[config.mk]
export PLATFORM = sky130hd
export DESIGN_NAME = ultrasonic_echo_responder
export DESIGN_NICKNAME = d
export VERILOG_FILES = /design/src/rtl/ultrasonic_echo_responder.sv
export SDC_FILE = /design/constraint.sdc
export NUM_CORES = 1
export LEC_CHECK = 0
export BUFFER_PORTS_ARGS = -buffer_cell sky130_fd_sc_hd__buf_2
export CAP_MARGIN = 10
export CORE_MARGIN = 2
export CORE_UTILIZATION = 39
export CTS_BUF_LIST = sky130_fd_sc_hd__clkbuf_8
export CTS_CLUSTER_DIAMETER = 40
export DETAILED_ROUTE_END_ITERATION = 12
export SLEW_MARGIN = 25
export SYNTH_ARGS = -nofsm -noshare
export SYNTH_HDL_FRONTEND = slang
export SYNTH_SLANG_ARGS = --single-unit
[constraint.sdc]
create_clock -name clk_50M -period 5.4 [get_ports clk_50M]
set_input_delay 1.62 -clock clk_50M [delete_from_list [all_inputs] [get_ports clk_50M]]
set_output_delay 1.62 -clock clk_50M [all_outputs]
set_load 0.03 [all_outputs]
[src/rtl/ultrasonic_echo_responder.sv]
// HC-SR04-style ultrasonic sensor emulator: answers a trig pulse with an echo pulse
// whose width encodes distance_cm. Define ECHO_SYNC_EN for a two-flop trig synchronizer.
module ultrasonic_echo_responder #(
  parameter int unsigned CLKS_PER_US    = 50,
  parameter int unsigned MIN_TRIG_US    = 10,
  parameter int unsigned BURST_DELAY_US = 200,
  parameter int unsigned US_PER_CM      = 58,
  parameter int unsigned MAX_CM         = 400,
  parameter int unsigned TIMEOUT_US     = 38000
) (
  input  logic       clk_50M,
  input  logic       reset,
  input  logic       trig,
  input  logic [8:0] distance_cm,
  output logic       echo,
  output logic       busy,
  output logic       trig_err
);

  localparam int unsigned CNT_W        = 21;
  localparam int unsigned MIN_TRIG_CYC = MIN_TRIG_US * CLKS_PER_US;
  localparam int unsigned BURST_CYC    = BURST_DELAY_US * CLKS_PER_US;
  localparam int unsigned CYC_PER_CM   = US_PER_CM * CLKS_PER_US;
  localparam int unsigned TIMEOUT_CYC  = TIMEOUT_US * CLKS_PER_US;
  localparam int unsigned TW           = $clog2(MIN_TRIG_CYC + 1);

  typedef enum logic [1:0] {
    IDLE,
    TRIG_HI,
    BURST,
    ECHO
  } state_t;

  state_t           state, state_nxt;
  logic [TW-1:0]    wcnt, wcnt_nxt;
  logic [CNT_W-1:0] cnt, cnt_nxt;
  logic [CNT_W-1:0] width, width_nxt;
  logic [CNT_W-1:0] echo_width_c;
  logic             trig_err_nxt;
  logic             trig_s, trig_s_d;
  logic             trig_rise_c;

  // Trigger front end: produces trig_s for edge detection
`ifdef ECHO_SYNC_EN
  logic trig_meta;

  always_ff @(posedge clk_50M) begin
    if (reset) begin
      trig_meta <= 1'b0;
      trig_s    <= 1'b0;
    end else begin
      trig_meta <= trig;
      trig_s    <= trig_meta;
    end
  end
`else
  always_ff @(posedge clk_50M) begin
    if (reset) begin
      trig_s <= 1'b0;
    end else begin
      trig_s <= trig;
    end
  end
`endif

  // trig_s_d tracks trig_s in every state, so a trig held high across a
  // measurement never looks like a fresh edge when IDLE is re-entered
  always_ff @(posedge clk_50M) begin
    if (reset) begin
      trig_s_d <= 1'b0;
    end else begin
      trig_s_d <= trig_s;
    end
  end

  assign trig_rise_c = trig_s & ~trig_s_d;

  // Echo width for the currently presented distance; out-of-range means "no object"
  always_comb begin
    echo_width_c = CNT_W'(TIMEOUT_CYC);
    if ((distance_cm != 9'd0) && (32'(distance_cm) <= MAX_CM)) begin
      echo_width_c = CNT_W'(32'(distance_cm) * CYC_PER_CM);
    end
  end

  always_ff @(posedge clk_50M) begin
    if (reset) begin
      state    <= IDLE;
      wcnt     <= '0;
      cnt      <= '0;
      width    <= '0;
      echo     <= 1'b0;
      busy     <= 1'b0;
      trig_err <= 1'b0;
    end else begin
      state    <= state_nxt;
      wcnt     <= wcnt_nxt;
      cnt      <= cnt_nxt;
      width    <= width_nxt;
      echo     <= (state_nxt == ECHO);
      busy     <= (state_nxt == BURST) || (state_nxt == ECHO);
      trig_err <= trig_err_nxt;
    end
  end

  always_comb begin
    state_nxt    = state;
    wcnt_nxt     = wcnt;
    cnt_nxt      = cnt;
    width_nxt    = width;
    trig_err_nxt = 1'b0;
    case (state)
      IDLE: begin
        // The edge cycle is itself a high cycle, so the count starts at one
        if (trig_rise_c) begin
          state_nxt = TRIG_HI;
          wcnt_nxt  = TW'(1);
        end
      end
      TRIG_HI: begin
        if (trig_s) begin
          if (wcnt != TW'(MIN_TRIG_CYC)) begin
            wcnt_nxt = wcnt + TW'(1);
          end
        end else if (wcnt >= TW'(MIN_TRIG_CYC)) begin
          state_nxt = BURST;
          cnt_nxt   = '0;
          width_nxt = echo_width_c;
        end else begin
          state_nxt    = IDLE;
          trig_err_nxt = 1'b1;
        end
      end
      BURST: begin
        if (cnt == CNT_W'(BURST_CYC - 1)) begin
          state_nxt = ECHO;
          cnt_nxt   = '0;
        end else begin
          cnt_nxt = cnt + CNT_W'(1);
        end
      end
      ECHO: begin
        if (cnt == width - CNT_W'(1)) begin
          state_nxt = IDLE;
          cnt_nxt   = '0;
        end else begin
          cnt_nxt = cnt + CNT_W'(1);
        end
      end
      default: begin
        state_nxt = IDLE;
      end
    endcase
  end

endmodule

Yosys cells after proc, flatten, opt, wreduce, memory -nomap -nowiden
Index checks and enable logic that the tools add are counted.
Widths: inputs -> output; s select.
{"block": "op_classes", "add_sub_neg": 3, "multipliers": 1, "div_mod_pow": 0, "magnitude_cmp": 2, "n_eq_ne": 13, "shifts": 0, "muxes": 17, "bitwise": 4, "reduce_logical": 10}
{"cell": "$mux 21", "count": 5}
{"cell": "$pmux 21 s3", "count": 1}
{"cell": "$mux 9", "count": 3}
{"cell": "$add 21x1->21 const B", "count": 1}
{"cell": "$eq 21x14->1 const B", "count": 1}
{"cell": "$eq 21x21->1", "count": 1}
{"cell": "$sub 21x1->21 const B", "count": 1}
{"cell": "$mul 9x10->19 const B", "count": 1}
{"cell": "$pmux 9 s2", "count": 1}
{"cell": "$mux 2", "count": 5}
{"cell": "$ne 2x2->1 const B", "count": 5}
{"cell": "$add 9x1->9 const B", "count": 1}
{"cell": "$ge 9x9->1 const B", "count": 1}
{"cell": "$le 9x9->1 const B", "count": 1}
{"cell": "$ne 9x9->1 const B", "count": 1}
{"cell": "$reduce_bool 9->1", "count": 1}
{"cell": "$eq 2x2->1 const B", "count": 4}
{"cell": "$pmux 2 s4", "count": 1}
{"cell": "$reduce_and 3->1", "count": 2}
{"cell": "$reduce_and 4->1", "count": 1}
{"cell": "$not 1->1", "count": 3}
{"cell": "$reduce_bool 3->1", "count": 1}
{"cell": "$reduce_or 3->1", "count": 1}
{"cell": "$eq 2x1->1 const B", "count": 1}
{"cell": "6 further kinds", "count": 6}
{"block": "word_totals", "reg_bits": 58, "latch_bits": 0, "mem_bits_rw": 0, "mem_bits_ro": 0, "input_bits": 12, "output_inout_bits": 3, "wordCells": 59, "memories": 0}

Longest topological paths before layout
{"block": "logic_depth", "ltp_word": 6, "depth_mapped": 17, "ltp_nobuf": 17}

Least setup slack after synthesis
OpenSTA, ideal clock, no wires.
{"block": "synth_path", "path_type": "input -> register", "start": "in distance_cm[1]", "end": "reg width[20]", "setup_time_ns": 0.086, "arrival_ns": 5.157, "required_time_ns": 5.314, "slack_ns": 0.157, "path_stages": 17, "path_buffers": 0, "cell_sequence": "ha_1 > inv_1 > fa_1 > inv_1 > fa_1 > inv_1 > fa_1 > inv_1 > ha_1 > o21a_1 > a21oi_1 > o31ai_1 > a41o_1 > o211ai_1 > o21ai_0 > xor2_1 > a211oi_1"}
{"block": "synth_between", "elab_chain_len": 3, "word_cells_on_any_way": 5, "classes_between": "mul (1); order compare (1); mux (1); reduce/logical (2)"}
{"item": "from (decl)", "line_no": "14", "text": "input logic [8:0] distance_cm,"}
{"item": "parallel branches: the longest is 2 deep, another holds $mul 9x10->19"}
{"item": "$mux 21 *", "line_no": "81", "text": "if ((distance_cm != 9'd0) && (32'(distance_cm) <= MAX_CM)) begin"}
{"item": "to (signal assigned)", "line_no": "99", "text": "width <= width_nxt;"}
{"item": "to (decl)", "line_no": "37", "text": "logic [CNT_W-1:0] width, width_nxt;"}
Every way passes the cells marked *.
A chain may end at the register's enable or synchronous reset.

Worst setup path after layout
{"block": "layout_path", "start": "in distance_cm[3]", "end": "reg width[19]"}
Same word-level chain as after synthesis.

==> results_dict.tcl <==
set metrics [dict create \
    outcome "finished clean" \
    ys_seq_elements 56 \
    slowest_stage "fa_1" \
    critPathCaptureType "flop" \
    first_pass_iters 4 \
    path_cells "buf_2, ha_1, inv_1, fa_1, inv_1, fa_1, inv_1, fa_1, inv_1, ha_1, inv_1, o21ba_2, o21ai_0, a21oi_1, a21oi_1, xnor2_1, a311oi_1" \
    antenna_left 0 \
    required_ns 5.61 \
    holdBufCountCts 0 \
    post_cts.repair.setup_buffers 0 \
    cp_max_fo 4 \
    wire_per_inst_um 14.0 \
    cts_inserted_buffers 5 \
    critPathMaxStageDelay_ns 0.52 \
    whs_path_depth 2 \
    fin_worst_skew_ns 0.0102 \
    critPathLaunchType "input port" \
    grt_pass1_wl_um 19500 \
    r2r-start "width[8]" \
    relSlewSlack_pct 47.6 \
    htree_num_levels 2 \
    grt_remaining_overflow 0 \
    hp-class "flop to flop" \
    whs_ns 0.499 \
    num-nets-final 724 \
    clk_pin_slew_ns 0.10 \
    synth_area_um2 5100 \
    peakVddDrop_uv 100 \
    final_cell_mix "inv_1 (83), dfxtp_1 (56), ha_1 (55)" \
    drc_errors 0 \
    arrival_ns 5.35 \
    cts_sinks 56 \
    fmax_ghz 0.195 \
    num_vias 4324 \
    synth_nets 706 \
    root_buffer "clkbuf_8" \
    crit_top_cell "inv_1" \
    post-place-ws_ns -0.126 \
    layout_worst_path_cycle_share_pct 95.2 \
    portBuffers 14 \
    reg2reg_depth 9 \
    die_w_um 118 \
    ios 15 \
    setup_slack_ns 0.259 \
    ys_async_sr_fraction_pct 0 \
    maxCapViolations 0 \
    wl_um 11300 \
    fillers 1273 \
    diodes 0 \
    tritoncts "done" \
    tightest_slew_ns 0.785 \
    dp_hpwl_um 8870 \
    finalCriticalPeriod_ns 5.14 \
    place.gp.congestion 0.882 \
    area_growth_pct 8.55 \
    finalPower_mw 1.28 \
    final_common_cell "inv_1" \
    syn-instance-count 616 \
    finalHoldViolCount 0 \
    worstSetupPathType "input port to flop" \
    die-area_um2 14000 \
    post-route-cell-area_um2 5540 \
    yosys_warnings 0 \
    antenna_found_initial 0 \
    ys_seq_area_share_pct 22.0 \
    syn_avg_cell_area_um2 8.29 \
    dpl-instance-area_um2 5440 \
    drtIter0Drc 418 \
    tns_ns 0 \
    insertion_delay_ns 0.31 \
    grt_max_degree 47 \
    clk_path_buf_depth 2 \
    cellLeakagePower_nw 2.35 \
    synth_flop_cell "dfxtp_1" \
    holdPathEnd "cnt[0]" \
    start_util_pct 40.1 \
    r2r_end "state[0]" \
    final_layout_size_suffix_gt1_share_pct 11.2 \
    pwr_density_cell_nw_per_um2 232 \
    setup_viol 0 \
    coreArea_um2 12700 \
    die_h_um 118 \
    synthDistinctLibCells 59 \
    row_count 41 \
    synth_edf_count 0 \
    path_buf_inv 6 \
    min-delay-start "cnt[0]" \
    rrSetupSlack_ns 1.75 \
    rsz0062_at_grt "no" \
    path_delay_family "adder cells" \
    slew_violations 0 \
    grt_pass1_vias 4163 \
    via_per_inst 5.36 \
    grt_use_total_pct 16.4 \
]
synthesized netlist by cell type, drive strengths merged, types with 8 or more instances:
master / count / share of area, %
nor4: 12 / 1.8
nand2: 36 / 2.6
a21oi: 26 / 2.5
nand4: 16 / 2.0
a41oi: 11 / 3.2
ha: 55 / 13
inv: 82 / 6.0
nor2: 49 / 3.6
a211oi: 11 / 1.6
and2: 9 / 1.1
nor3: 20 / 2.2
fa: 23 / 9.0
buf: 11 / 1.9
xnor2: 17 / 2.9
o21ai: 10 / 0.98
nand3: 26 / 2.5
dfxtp: 56 / 22
xor2: 21 / 3.6
and3: 8 / 0.98
clkbuf: 22 / 1.6
a31oi: 20 / 2.5
worst min-delay path: cells and delay by family (launching register included):
kind	cells	cell delay (ns)
AO/OA/AOI/OAI	1	0.05
flip-flops	1	0.34
AND/OR/NAND/NOR	1	0.06
layout make-up:
| type | count | area (um2) | area share, % |
|---|---|---|---|
| clock buffers | 5 | 68.8 | 1.24 |
| clock inverters | 3 | 20.0 | 0.361 |
| inverters | 82 | 308 | 5.55 |
| multi-input cells | 445 | 3510 | 63.4 |
| flip-flops and latches | 56 | 1120 | 20.2 |
| well taps | 172 | 215 | 3.88 |
| repair buffers | 44 | 295 | 5.33 |
sequential cells by signal, indices dropped and copies added, names as in the netlist:
register	flops
echo	1
cnt	21
trig_s_d	1
width	19
wcnt	9
state	2
trig_err	1
busy	1
trig_s	1
metal layers:
layer / share of wire, % / vias up / GRT usage (%)
met3: 2.8 / 11 / 1.21
li1: - / 2203 / -
met2: 48 / 68 / 28.3
met4: 1.4 / 0 / 4.76
met5: 0 / - / 0
met1: 47 / 2042 / 21.8
cell families after synthesis:
logic type               count (synthesis)  synth area share [%]
AO/OA/AOI/OAI                          115                  16.7
XOR/XNOR                                38                  6.52
adder cells (fa/ha/maj)                 78                  22.5
buffers and inverters                  115                  9.51
flip-flops                              56                  22.0
multiplexers                             7                  1.37
AND/OR/NAND/NOR                        207                  21.4
how the worst max path moves through the flow:
stage                         startpoint  slack, ns  depth (start not counted)   endpoint
after floorplan           distance_cm[1]       0.16                         17  width[20]
after global placement    distance_cm[1]      -0.07                         18  width[20]
after detailed placement  distance_cm[3]      -0.13                         17  width[20]
after CTS                 distance_cm[1]       0.20                         18  width[20]
after global routing      distance_cm[3]      0.002                         17  width[19]
final                     distance_cm[3]       0.26                         17  width[19]
report_power, final:
group,internal [mW],switching (mW),total [mW],leakage [nW]
sequential,0.415,0.00195,0.417,0.452
combinational,0.301,0.338,0.638,1.85
clock,0.0908,0.137,0.228,0.0455
total,0.806,0.477,1.28,2.35
stage by stage:
stage	instances	utilization, %
2_1_floorplan	616	-
3_3_place_gp	799	42.8
3_5_place_dp	799	42.8
4_1_cts	807	43.5
5_1_grt	807	43.6
6_report	807	43.6
repair_timing:
item / in CTS / in global routing
setup endpoints to repair: 0 / 1
resized for setup: 0 / 2
endpoints found under the hold margin: 0 / 0
No activity file was read; power rests on OpenSTA's default activity.
